File: config.mk
export PLATFORM = sky130hd
export DESIGN_NAME = clint_rtc_gen_flat
export DESIGN_NICKNAME = d
export VERILOG_FILES = /design/src/rtl/clint_rtc_gen_if.sv /design/src/rtl/clint_rtc_gen.sv /design/src/flat_wrapper.sv
export SDC_FILE = /design/constraint.sdc
export NUM_CORES = 1
export LEC_CHECK = 0
export BUFFER_PORTS_ARGS = -buffer_cell sky130_fd_sc_hd__buf_2
export CAP_MARGIN = 0
export CORE_ASPECT_RATIO = 1.25
export CORE_MARGIN = 2
export CORE_UTILIZATION = 35
export CTS_CLUSTER_SIZE = 30
export DETAILED_ROUTE_END_ITERATION = 8
export HOLD_SLACK_MARGIN = 0.02
export SYNTH_ARGS = -nofsm -noshare
export SYNTH_HDL_FRONTEND = slang
export SYNTH_SLANG_ARGS = --single-unit
File: constraint.sdc
create_clock -name clk_i -period 2.7 [get_ports clk_i]
set_input_delay 0.405 -clock clk_i [delete_from_list [all_inputs] [get_ports clk_i]]
set_output_delay 0.405 -clock clk_i [all_outputs]
set_load 0.01 [all_outputs]
File: src/rtl/clint_rtc_gen_if.sv
// Bus bundle for the CLINT RTC generator: control inputs, external pin and
// generated outputs. The testbench or the parent drives the master side.
interface clint_rtc_gen_if #(
  parameter int DIV_WIDTH = 16
);
  logic                 en_i;
  logic                 ext_sel_i;
  logic [DIV_WIDTH-1:0] div_i;
  logic                 ext_rtc_i;
  logic                 rtc_clk_o;
  logic                 tick_o;
  logic                 sel_o;

  modport master (
    output en_i, ext_sel_i, div_i, ext_rtc_i,
    input  rtc_clk_o, tick_o, sel_o
  );

  modport slave (
    input  en_i, ext_sel_i, div_i, ext_rtc_i,
    output rtc_clk_o, tick_o, sel_o
  );
endinterface

File: src/rtl/clint_rtc_gen.sv
// RTC clock generator for the CLINT mtime counter. Produces a registered
// square wave from either a programmable divider of clk_i or a synchronised,
// deglitched external RTC pin, with a glitch-free source switch.
module clint_rtc_gen #(
  parameter int DIV_WIDTH   = 16,
  parameter int SYNC_STAGES = 2,
  parameter int FILT_LEN    = 3
) (
  input  logic            clk_i,
  input  logic            rst_n_i,
  clint_rtc_gen_if.slave  bus
);

  localparam int FW = (FILT_LEN > 1) ? $clog2(FILT_LEN) : 1;

  logic [DIV_WIDTH-1:0]   cnt_q, cnt_d;
  logic [DIV_WIDTH-1:0]   div_q, div_d;
  logic                   int_lvl_q, int_lvl_d;
  logic [SYNC_STAGES-1:0] sync_q, sync_d;
  logic [FW-1:0]          fcnt_q, fcnt_d;
  logic                   ext_lvl_q, ext_lvl_d;
  logic                   sel_q, sel_d;
  logic                   rtc_q, rtc_d;
  logic                   tick_q, tick_d;
  logic                   synced;
  logic                   new_lvl;

  assign synced = sync_q[SYNC_STAGES-1];

  // Internal divider: half-period of div_q+1 cycles, reload only at a toggle
  // or while disabled so a div_i change never shortens the running half.
  always_comb begin
    cnt_d     = cnt_q;
    div_d     = div_q;
    int_lvl_d = int_lvl_q;
    if (!bus.en_i) begin
      cnt_d     = '0;
      int_lvl_d = 1'b0;
      div_d     = bus.div_i;
    end else if (cnt_q == div_q) begin
      cnt_d     = '0;
      int_lvl_d = ~int_lvl_q;
      div_d     = bus.div_i;
    end else begin
      cnt_d = cnt_q + DIV_WIDTH'(1);
    end
  end

  // External path: synchroniser plus a run-length filter. An undefined synced
  // value makes the inequality unknown, which falls into the clear branch, so
  // ext_lvl holds until the pin settles to a defined level.
  always_comb begin
    sync_d    = {sync_q[SYNC_STAGES-2:0], bus.ext_rtc_i};
    fcnt_d    = '0;
    ext_lvl_d = ext_lvl_q;
    if (synced != ext_lvl_q) begin
      if (fcnt_q == FW'(FILT_LEN - 1)) begin
        ext_lvl_d = synced;
        fcnt_d    = '0;
      end else begin
        fcnt_d = fcnt_q + FW'(1);
      end
    end
  end

  // Source switch and output stage. The switch looks at pre-toggle levels and
  // only commits while both the output and the requested source are low.
  always_comb begin
    new_lvl = bus.ext_sel_i ? ext_lvl_q : int_lvl_q;
    sel_d   = sel_q;
    if ((bus.ext_sel_i != sel_q) && !rtc_q && !new_lvl) begin
      sel_d = bus.ext_sel_i;
    end
    rtc_d  = bus.en_i & (sel_q ? ext_lvl_q : int_lvl_q);
    tick_d = bus.en_i & rtc_d & ~rtc_q;
  end

  // State registers. Reset reloads div_q from div_i, like the disabled state,
  // so the first half-period after release is a full div_i+1 cycles.
  always_ff @(posedge clk_i) begin
    if (!rst_n_i) begin
      cnt_q     <= '0;
      div_q     <= bus.div_i;
      int_lvl_q <= 1'b0;
      sync_q    <= '0;
      fcnt_q    <= '0;
      ext_lvl_q <= 1'b0;
      sel_q     <= 1'b0;
      rtc_q     <= 1'b0;
      tick_q    <= 1'b0;
    end else begin
      cnt_q     <= cnt_d;
      div_q     <= div_d;
      int_lvl_q <= int_lvl_d;
      sync_q    <= sync_d;
      fcnt_q    <= fcnt_d;
      ext_lvl_q <= ext_lvl_d;
      sel_q     <= sel_d;
      rtc_q     <= rtc_d;
      tick_q    <= tick_d;
    end
  end

  assign bus.rtc_clk_o = rtc_q;
  assign bus.tick_o    = tick_q;
  assign bus.sel_o     = sel_q;

endmodule
File: src/flat_wrapper.sv
// flat-port wrapper written by rule: the top's interface ports become plain ports
module clint_rtc_gen_flat 
#(
  parameter int DIV_WIDTH   = 16,
  parameter int SYNC_STAGES = 2,
  parameter int FILT_LEN    = 3
)
  (clk_i, rst_n_i, bus_en_i, bus_ext_sel_i, bus_div_i, bus_ext_rtc_i, bus_rtc_clk_o, bus_tick_o, bus_sel_o);
  clint_rtc_gen_if #(.DIV_WIDTH(DIV_WIDTH)) bus_i ();
  input  logic clk_i;
  input  logic rst_n_i;
  input wire logic [$bits(bus_i.en_i)-1:0] bus_en_i;
  input wire logic [$bits(bus_i.ext_sel_i)-1:0] bus_ext_sel_i;
  input wire logic [$bits(bus_i.div_i)-1:0] bus_div_i;
  input wire logic [$bits(bus_i.ext_rtc_i)-1:0] bus_ext_rtc_i;
  output wire logic [$bits(bus_i.rtc_clk_o)-1:0] bus_rtc_clk_o;
  output wire logic [$bits(bus_i.tick_o)-1:0] bus_tick_o;
  output wire logic [$bits(bus_i.sel_o)-1:0] bus_sel_o;
  assign bus_i.en_i = bus_en_i;
  assign bus_i.ext_sel_i = bus_ext_sel_i;
  assign bus_i.div_i = bus_div_i;
  assign bus_i.ext_rtc_i = bus_ext_rtc_i;
  assign bus_rtc_clk_o = bus_i.rtc_clk_o;
  assign bus_tick_o = bus_i.tick_o;
  assign bus_sel_o = bus_i.sel_o;
  clint_rtc_gen #(.DIV_WIDTH(DIV_WIDTH), .SYNC_STAGES(SYNC_STAGES), .FILT_LEN(FILT_LEN)) u_core (.clk_i(clk_i), .rst_n_i(rst_n_i), .bus(bus_i));
endmodule
Word level (Yosys, flattened, before mapping)
Cells that the tools add are included.
Storage, ports and cells
  register bits: 41
  input port bits: 21
  output and inout bits: 3
  word-level logic and storage cells: 37
Operators by class
  add/sub/neg operators: 2
  equality and inequality tests: 5
  mux-type cells: 5
  bitwise operators: 8
  reductions and logical operators: 8
Operators with widths (count)
  16-bit 2-to-1 mux: 3
  16-bit by 1-bit adder with 16-bit output, second input constant: 1
  16-bit equality test: 1
  3-bit OR reduction: 2
  1-bit inverter: 5
  2-bit AND reduction: 2
  1-bit bitwise AND: 3
  3-bit by 2-bit inequality test with 1-bit output, second input constant: 1
  2-bit by 1-bit adder with 2-bit output, second input constant: 1
  2-bit equality test, second input constant: 1
  1-bit logical AND: 2
  1-bit logical NOT: 2
  1-bit 2-to-1 mux: 2
  1-bit inequality test: 2

Logic depth before layout (Yosys ltp)
Gate-level depths: netlist of the first run.
  depth in word-level cells: 4
  mapped depth: 6
  mapped depth without buffers: 5

Least setup slack after synthesis of the first run
OpenSTA, ideal clock, no wires.
  path kind: flip-flop to flip-flop
  from: reg u_core.cnt_q[10]
  to: reg u_core.div_q[0] (enable)
  arrival: 1.547 ns
  required time: 2.366 ns
  slack: 0.819 ns
  cell stages (with the launch flop): 6
  path buffers: 1
  clock period less this slack: 1.881 ns
  cell sequence: dfxtp_1 buf_6 xnor2_1 nand4_1 nor4_4 or2_2
Between the ends
  word-level cells in the longest chain between the ends: 2
Ends and longest elaborated chain
  from (decl): line clint_rtc_gen.sv:16  | logic [DIV_WIDTH-1:0] cnt_q, cnt_d;
  from (signal assigned): line clint_rtc_gen.sv:92  | cnt_q <= cnt_d;
  16-bit equality test: line clint_rtc_gen.sv:40  | end else if (cnt_q == div_q) begin
  3-bit by 2-bit inequality test with 1-bit output (no source line)
  to (signal assigned): line clint_rtc_gen.sv:83  | div_q <= bus.div_i;
  to (signal assigned): line clint_rtc_gen.sv:93  | div_q <= div_d;
  to (decl): line clint_rtc_gen.sv:17  | logic [DIV_WIDTH-1:0] div_q, div_d;
No other way between the ends.
A chain may end at the register's enable or synchronous reset.

Worst setup path after layout of the first run
  from: reg u_core.cnt_q[10]
  to: reg u_core.div_q[11] (enable)
Same word-level chain as after synthesis.

==> results of run 1 <==
## power breakdown
| group | internal [W] | switching, W |
|---|---|---|
| Sequential | 0.000671 | 0.0000134 |
| Combinational | 0.0000317 | 0.0000264 |
| Clock | 0.000277 | 0.000209 |
| Total | 0.000980 | 0.000249 |
## registers in the layout (all words and copies together), names as in the netlist
name,flops
u_core.bus.rtc_clk_o,1
u_core.bus.sel_o,1
u_core.bus.tick_o,1
u_core.cnt_q,16
u_core.div_q,16
u_core.ext_lvl_q,1
u_core.fcnt_q,2
u_core.int_lvl_q,1
u_core.sync_q,2
## layout make-up
class	instances	area, um^2	share of cell area (%)
inverter	4	15.0	0.745
tap	60	75.1	3.73
clock inverter	2	38.8	1.93
multi-input combinational	95	702	34.8
clock buffer	6	72.6	3.60
timing repair buffer	25	130	6.46
sequential	41	981	48.7
## through the flow
step / worst slack (ps) / area [um^2] / total power, W / hold WS (ps) / std cells
floorplan: 819 / 1740 / 0.000732 / 392 / 146
global placement: 892 / 1900 / 0.000757 / 403 / 225
detailed placement: 895 / 1900 / 0.000759 / 411 / 225
CTS: 879 / 2010 / 0.00124 / 275 / 233
global route: 803 / 2010 / 0.00128 / 268 / 233
finish: 900 / 2010 / 0.00123 / 285 / 233
## cells by family (layout without fill, tap and decap cells)
kind of cell             Yosys count  after routing  share of synthesized area [%]
flip-flops                        41             41                           56.4
buffers and inverters             10             37                           3.17
adder cells (fa/ha/maj)            2              2                           1.44
AND/OR/NAND/NOR                   55             55                           20.2
AO/OA/AOI/OAI                      5              5                           1.94
XOR/XNOR                          30             30                           15.1
multiplexers                       3              3                           1.73
## cells in the mapped netlist, drive strengths merged, types with 2 or more instances
cell,number
and2,3
buf,4
clkbuf,2
dfxtp,25
edfxtp,16
ha,2
inv,4
mux2i,3
nand2,4
nand3,5
nand4,10
nor2,5
nor3,17
nor4,4
o21ai,2
or2,2
xnor2,23
xor2,7
## metal layers
| metal | share of wire (%) | routed length, um | track usage, % | up-vias |
|---|---|---|---|---|
| met3 | 3.9 | 120 | 3.51 | 6 |
| met1 | 41 | 1250 | 13.9 | 541 |
| li1 | - | - | - | 567 |
| met2 | 53 | 1630 | 23.0 | 22 |
| met4 | 1.8 | 55 | 5.51 | 0 |
| met5 | 0 | 0 | 0 | - |
## worst max path at each step
stage | depth (start not counted) | slack [ps] | from | endpoint
after global routing | 4 | 800 | u_core.cnt_q[8]$_SDFF_PP0_ | u_core.div_q[11]$_DFFE_PP_
after CTS | 4 | 880 | u_core.cnt_q[10]$_SDFF_PP0_ | u_core.div_q[10]$_DFFE_PP_
final | 4 | 900 | u_core.cnt_q[10]$_SDFF_PP0_ | u_core.div_q[11]$_DFFE_PP_
after detailed placement | 4 | 890 | u_core.cnt_q[10]$_SDFF_PP0_ | u_core.div_q[3]$_DFFE_PP_
after global placement | 4 | 890 | u_core.cnt_q[8]$_SDFF_PP0_ | u_core.div_q[2]$_DFFE_PP_
after floorplan | 5 | 820 | u_core.cnt_q[10]$_SDFF_PP0_ | u_core.div_q[0]$_DFFE_PP_
==> reports/results.tsv, run 1 <==
metric	value	unit
cp_cell_sequence	xnor2_1 -> nand4_1 -> nor4_4 -> or2_2	
first_iter_violations	30	
diodes	0	
vias	1136	
crit_buf_inv	0	
clockRootBuffer	clkbuf_8	
yosysWarningCount	0	
max_stage_delay	460	ps
overflow	0	
postSynthCellCount	146	
grt_pass1_wl	5.23	mm
area_growth	15.9	%
critPathTopFamily	simple AND/OR/NAND/NOR gates	
r2r-start	u_core.cnt_q[10]$_SDFF_PP0_	
fin_util	42.3	%
yosys-top-cells-area	dfxtp_1, edfxtp_1, xnor2_1	
n_fill_cell	472	
cts.clk_slew.worst_paths	80	ps
grt_usage	12.8	%
skew	4.96	ps
cts_tree	built	
powerDensity	610	mW/mm^2
synth_area_leader_cell	dfxtp_1	
synth-async-reset-ratio	0	%
wl_per_cell	13.1	um
holdCritStartpoint	bus_div_i[0]	
core-area	0.00476	mm^2
place_hpwl	2.29	mm
syn-num-nets	169	
hold_end	u_core.div_q[0]$_DFFE_PP_	
fin_nets	195	
avgViaCountPerCell	4.88	
grt_pass1_vias	1194	
worst_path_max_delay_cell	dfxtp_1	
rsz0062_at_grt	no	
final_cell_mix	dfxtp_1, xnor2_1, buf_2	
numCtsBuffers	5	
grt_max_degree	21	
synth_top_area_share	28.8	%
rrSetupSlack	900	ps
relSlewSlack	76.1	%
p_leak	0.708	nW
dieWidth	67.0	um
die_area	0.00555	mm^2
htreeDepth	2	
place_congestion	0.794	
drive_above_1_share	22.5	%
worstSetupPathType	flip-flop to flip-flop	
cap_violations	0	
layout_min_cycle_time	1800	ps
syn-cell-area	0.00174	mm^2
slew_viol_final	0	
drtAntennaViolNets	0	
synth_cell_types	32	
die_h	82.8	um
rr_worst_depth	4	
grt_antenna_before_repair	0	
drc	0	
worstSetupEndpointType	flip-flop	
r2r_end	u_core.div_q[11]$_DFFE_PP_	
hold_violations	0	
fin_setup_tns	0	ps
place.port_buffers	23	
period_share	66.7	%
synth_edf_count	16	
cts-hold-fix-buffers	0	
start_kind	flip-flop	
firstDrtPassIters	4	
postCtsSetupBuffers	0	
crit_path_max_fanout	16	
syn_area_per_cell	11.9	um^2
row_count	28	
required	2660	ps
clock-sinks	41	
max_slew.worst_pin.slew	358	ps
clock_latency	290	ps
hold_class	input pin to flip-flop	
cp.arrival	1760	ps
status	completed	
whs_path_depth	1	
max_freq	556	MHz
final_common_cell	dfxtp_1	
ioPinCount	24	
wirelength	3.05	mm
synth_ff_type	dfxtp_1	
cts.repair.resized	0	
ys_seq_elements	41	
start_util	36.5	%
setup_viol	0	
yosysSeqAreaShare	56.4	%
clock_path_buffers	2	
vdd_drop_max	0.000332	V
Power figures use the tool's default switching activity.
==> run 2: changes to the inputs <==
clock period = 1.5 ns   (was 2.7 ns; I/O delays follow)
==> reports/results.tsv, run 2 (synthesis results as in run 1) <==
metric	value	unit	change
seq_area	987	um^2	+0.64%
htreeDepth	2		unchanged
status	complete, but fails checks		
grt_usage	14.1	%	+1.3 points
finalNonFillerCells	253		+8.6%
cts_tree	built		
rsz0062_at_grt	yes		
n_fill_cell	467		-1.1%
period_share	109	%	+42 points
hold_violations	0		unchanged
worstSetupEndpointType	flip-flop		
skew	8.58	ps	+3.63 ps
cp_cell_sequence	xnor2_1 -> nand4_1 -> nor4_4 -> or2_4		
dieWidth	67.0	um	unchanged
grt_pass1_vias	1230		+3.0%
wl_per_cell	13.7	um	+4.4%
final_common_cell	buf_2		
row_count	28		unchanged
die_area	0.00555	mm^2	unchanged
wirelength	3.46	mm	+13%
slew_viol_final	0		unchanged
grt_max_degree	19		-9.5%
pwr-share-clk	41.0	%	+1.4 points
vdd_drop_max	0.000695	V	+110%
cts.clk_slew.worst_paths	80	ps	about the same
avgViaCountPerCell	4.85		-0.61%
place_hpwl	2.53	mm	+10%
crit_buf_inv	0		unchanged
required	1500	ps	-1160 ps
cp.arrival	1630	ps	-130 ps
relSlewSlack	80.1	%	+4.0 points
drc	0		unchanged
p_sw_share	20.5	%	+0.28 points
p_leak	0.824	nW	+16%
clock_latency	300	ps	about the same
start_kind	flip-flop		
ioPinCount	24		unchanged
reg.largest.list	u_core.cnt_q x16, u_core.div_q x16		
max_stage_delay	390	ps	-70 ps
worst_path_max_delay_cell	edfxtp_1		
crit_path_max_fanout	8		-8
fin_nets	215		+10%
layout_min_cycle_time	1630	ps	-167 ps
pwr-share-seq	53.9	%	-1.8 points
max_slew.worst_pin.slew	296	ps	-62.5 ps
numCtsBuffers	5		unchanged
postCtsSetupBuffers	0		unchanged
place_congestion	0.749		-5.6%
comb_power_share	5.1	%	+0.4 points
place.port_buffers	23		unchanged
core-area	0.00476	mm^2	unchanged
vias	1226		+7.9%
overflow	0		unchanged
cap_violations	0		unchanged
clock-sinks	41		unchanged
drtAntennaViolNets	0		unchanged
max_freq	613	MHz	+10%
first_iter_violations	43		+43%
area_growth	26.6	%	
hold_class	input pin to flip-flop		
powerDensity	1040	mW/mm^2	+70%
worstSetupPathType	flip-flop to flip-flop		
multiInputGateArea	727	um^2	+3.6%
p_switching	0.000468	W	+88%
setup_viol	26		+26
fin_setup_tns	-2160	ps	-2160 ps
start_util	36.5	%	unchanged
critPathTopFamily	simple AND/OR/NAND/NOR gates		
firstDrtPassIters	4		unchanged
die_h	82.8	um	unchanged
dp.cells	244		+8.4%
violations	setup timing		
drive_above_1_share	34.7	%	+12 points
final_cell_mix	buf_2, xnor2_1, buf_4, dfxtp_1		
grt_pass1_wl	5.68	mm	+8.6%
timing.final.ws_setup	-132	ps	-1030 ps
dp_worst_setup_slack	-171	ps	-1070 ps
diodes	0		unchanged
clockRootBuffer	clkbuf_8		
cts-hold-fix-buffers	0		unchanged
clock_path_buffers	2		unchanged
grt_antenna_before_repair	0		unchanged
cellInternalPower	0.00181	W	+85%
run 2: worst paths after layout:
| path | from | to | slack (ps) | cells after the start |
|---|---|---|---|---|
| setup / recovery | u_core.div_q[1]$_DFFE_PP_ | u_core.div_q[0]$_DFFE_PP_ | -130 | 4 |
| hold / removal | bus_div_i[10] | u_core.div_q[10]$_DFFE_PP_ | 100 | 1 |
| setup reg to reg | u_core.div_q[1]$_DFFE_PP_ | u_core.div_q[0]$_DFFE_PP_ | -130 | 4 |
| hold reg to reg | u_core.fcnt_q[0]$_SDFF_PP0_ | u_core.fcnt_q[0]$_SDFF_PP0_ | 410 | 1 |
run 2: cell type report:
cell class / instances / area share [%]
sequential: 41 / 44.9
clock buffer: 6 / 3.75
inverter: 4 / 0.682
timing repair buffer: 44 / 12.6
clock inverter: 2 / 1.71
multi-input combinational: 96 / 33.0
tap: 60 / 3.41
run 2: power by group through the flow:
stage / clock network [W] / registers [W] / logic, W
2_1_floorplan: 0 / 0.00125 / 0.0000675
3_3_place_gp: 0 / 0.00125 / 0.000111
3_5_place_dp: 0 / 0.00126 / 0.000115
4_1_cts: 0.000955 / 0.00123 / 0.000119
5_1_grt: 0.00101 / 0.00124 / 0.000130
6_report: 0.000935 / 0.00123 / 0.000116
run 2: layer usage:
| layer | routed length, um | global-route usage [%] |
|---|---|---|
| met1 | 1520 | 17.5 |
| met2 | 1700 | 22.9 |
| met3 | 175 | 3.37 |
| met4 | 68 | 6.73 |
| met5 | 0 | 0 |
run 2: worst reg2reg max path, stage by stage, from the launching register on:
cell and delay, ps:
edfxtp_1 390, xnor2_1 150, nand4_1 170, nor4_4 370, or2_4 260
run 2: metrics by stage:
stage | utilization, % | power, W | instance area (um^2) | hold WS (ps)
2_1_floorplan | - | 0.00132 | 1770 | 324
4_1_cts | 46.0 | 0.00231 | 2190 | 91.4
5_1_grt | 46.2 | 0.00238 | 2200 | 86.0
3_3_place_gp | 43.2 | 0.00137 | 2060 | 401
6_report | 46.2 | 0.00228 | 2200 | 99.5
3_5_place_dp | 43.2 | 0.00137 | 2060 | 401
run 2: what timing repair did:
item                       CTS  global route
gates resized for setup      4             2
pin swaps                    4             1
gates cloned                 1             0
setup endpoints to repair   33            33
==> run 3: changes to the inputs <==
BUFFER_PORTS_ARGS = default   (was -buffer_cell sky130_fd_sc_hd__buf_2)
CORE_MARGIN = default   (was 2)
DONT_BUFFER_PORTS = 1   (was default)
==> reports/results.tsv, run 3 (synthesis results as in run 1) <==
metric	value	unit	change
clockRootBuffer	clkbuf_8		
slew_viol_final	0		unchanged
area_growth	30.0	%	
core-area	0.00476	mm^2	unchanged
clock-sinks	41		unchanged
r2r_end	u_core.int_lvl_q$_SDFFE_PP0N_		
skew	8.39	ps	-0.191 ps
cts.clk_slew.worst_paths	80	ps	about the same
place_congestion	0.771		+3.0%
cellInternalPower	0.00188	W	+3.4%
grt_pass1_wl	5.43	mm	-4.4%
total_power	0.00233	W	+2.3%
required	1730	ps	+230 ps
htreeDepth	2		unchanged
cp.arrival	1880	ps	+250 ps
pwr-share-clk	42.0	%	+1.0 points
place.port_buffers	0		-100%
whs	51.1	ps	-48.4 ps
cap_violations	0		unchanged
worstSetupPathType	flip-flop to flip-flop		
final_common_cell	xnor2_1		
grt_pass1_vias	1190		-3.3%
grt_antenna_before_repair	0		unchanged
relSlewSlack	78.8	%	-1.3 points
rrSetupSlack	-160	ps	-20 ps
vias	1193		-2.7%
firstDrtPassIters	4		unchanged
cts_tree	built		
p_leak	0.813	nW	-1.4%
rr_worst_depth	6		+2
reg.largest.list	u_core.cnt_q x16, u_core.div_q x16		
fin_nets	209		-2.8%
place_hpwl	2.30	mm	-9.2%
seq_area	987	um^2	unchanged
pwr-share-seq	52.8	%	-1.1 points
diodes	0		unchanged
wirelength	3.31	mm	-4.5%
wl_per_cell	13.4	um	-2.2%
start_kind	flip-flop		
clock_path_buffers	2		unchanged
grt_usage	14.0	%	-0.090 points
row_count	28		unchanged
worstSetupEndpointType	flip-flop		
drc	0		unchanged
fin_setup_tns	-4100	ps	-1940 ps
powerDensity	1030	mW/mm^2	-0.40%
start_util	36.5	%	unchanged
r2r-start	u_core.div_q[5]$_DFFE_PP_		
final_cell_mix	xnor2_1, buf_4, dfxtp_1		
n_fill_cell	464		-0.64%
hold_violations	0		unchanged
overflow	0		unchanged
grt_max_degree	19		unchanged
status	complete, but fails checks		
crit_path_max_fanout	9		+1
first_iter_violations	23		-47%
whs_path_depth	1		unchanged
clock_latency	290	ps	about the same
holdCritStartpoint	rst_n_i		
rsz0062_at_grt	yes		
layout_min_cycle_time	1660	ps	+23.9 ps
dieWidth	65.0	um	-3.0%
max_slew.worst_pin.slew	314	ps	+18.7 ps
die_h	80.8	um	-2.4%
avgViaCountPerCell	4.83		-0.33%
multiInputGateArea	721	um^2	-0.86%
comb_power_share	5.2	%	about the same
die_area	0.00525	mm^2	-5.3%
hold_class	input pin to flip-flop		
hold_end	u_core.sync_q[0]$_SDFF_PN0_		
ioPinCount	24		unchanged
numCtsBuffers	5		unchanged
drtAntennaViolNets	0		unchanged
p_switching	0.000458	W	-2.2%
p_sw_share	19.6	%	-0.90 points
vdd_drop_max	0.000762	V	+9.5%
drive_above_1_share	23.5	%	-11 points
timing.final.ws_setup	-156	ps	-23.9 ps
max_freq	604	MHz	-1.4%
period_share	110	%	+1.6 points
violations	setup timing		
setup_viol	33		+27%
[run 3: metal layers]
metal  up-vias  global-route usage, %  part of all wire [%]  routed length [um]
li1        599                      -                     -                   -
met1       562                   16.4                    43                1430
met2        25                   24.3                    51                1700
met3         7                   3.79                   3.9                 129
met4         0                   5.22                   1.5                  51
met5         -                      0                     0                   0
[run 3: power groups by stage]
stage	clock, W	combinational [W]	sequential (W)
final	0.000979	0.000121	0.00123
after global routing	0.00106	0.000133	0.00124
after CTS	0.000994	0.000104	0.00123
after detailed placement	0	0.0000855	0.00126
after global placement	0	0.0000831	0.00126
after floorplan	0	0.0000675	0.00125
[run 3: metrics by stage]
| step | worst slack (ps) | utilization [%] | cells | area [um^2] |
|---|---|---|---|---|
| 4_1_cts | -135 | 45.5 | 238 | 2170 |
| 3_5_place_dp | -180 | 40.6 | 220 | 1940 |
| 3_3_place_gp | -96.4 | 40.6 | 220 | 1940 |
| 5_1_grt | -258 | 47.4 | 247 | 2260 |
| 6_report | -156 | 47.4 | 247 | 2260 |
| 2_1_floorplan | -285 | - | 146 | 1770 |
[run 3: worst max-delay path by stage]
stage                          startpoint                            end  cells after the start
4_1_cts         u_core.div_q[5]$_DFFE_PP_      u_core.div_q[3]$_DFFE_PP_                      4
2_1_floorplan  u_core.cnt_q[2]$_SDFF_PP0_      u_core.div_q[0]$_DFFE_PP_                      5
3_5_place_dp    u_core.div_q[5]$_DFFE_PP_      u_core.div_q[5]$_DFFE_PP_                      4
6_report        u_core.div_q[5]$_DFFE_PP_  u_core.int_lvl_q$_SDFFE_PP0N_                      6
5_1_grt         u_core.div_q[4]$_DFFE_PP_  u_core.int_lvl_q$_SDFFE_PP0N_                      6
3_3_place_gp    u_core.div_q[2]$_DFFE_PP_      u_core.div_q[8]$_DFFE_PP_                      4
[run 3: what timing repair did]
item                                    4_1_cts  5_1_grt
endpoints found under the setup margin       33       33
hold buffers                                  7        9
pin swaps                                     4        2
endpoints found under the hold margin         7        9
buffers inserted                              1        0
gates cloned                                  2        0
resized for setup                             7        0
[run 3: critical path, stage by stage, from the launching register on]
cell and delay (ps):
edfxtp_1 390, xnor2_1 160, nand4_1 180, nor4_4 380, buf_4 190, buf_8 130
mux2i_1 170
[run 3: cell type report]
| class | count | share of cell area [%] |
|---|---|---|
| multi-input combinational | 96 | 31.9 |
| timing repair buffer | 38 | 14.7 |
| sequential | 41 | 43.7 |
| tap | 60 | 3.32 |
| inverter | 4 | 0.664 |
| clock inverter | 2 | 1.55 |
| clock buffer | 6 | 4.15 |
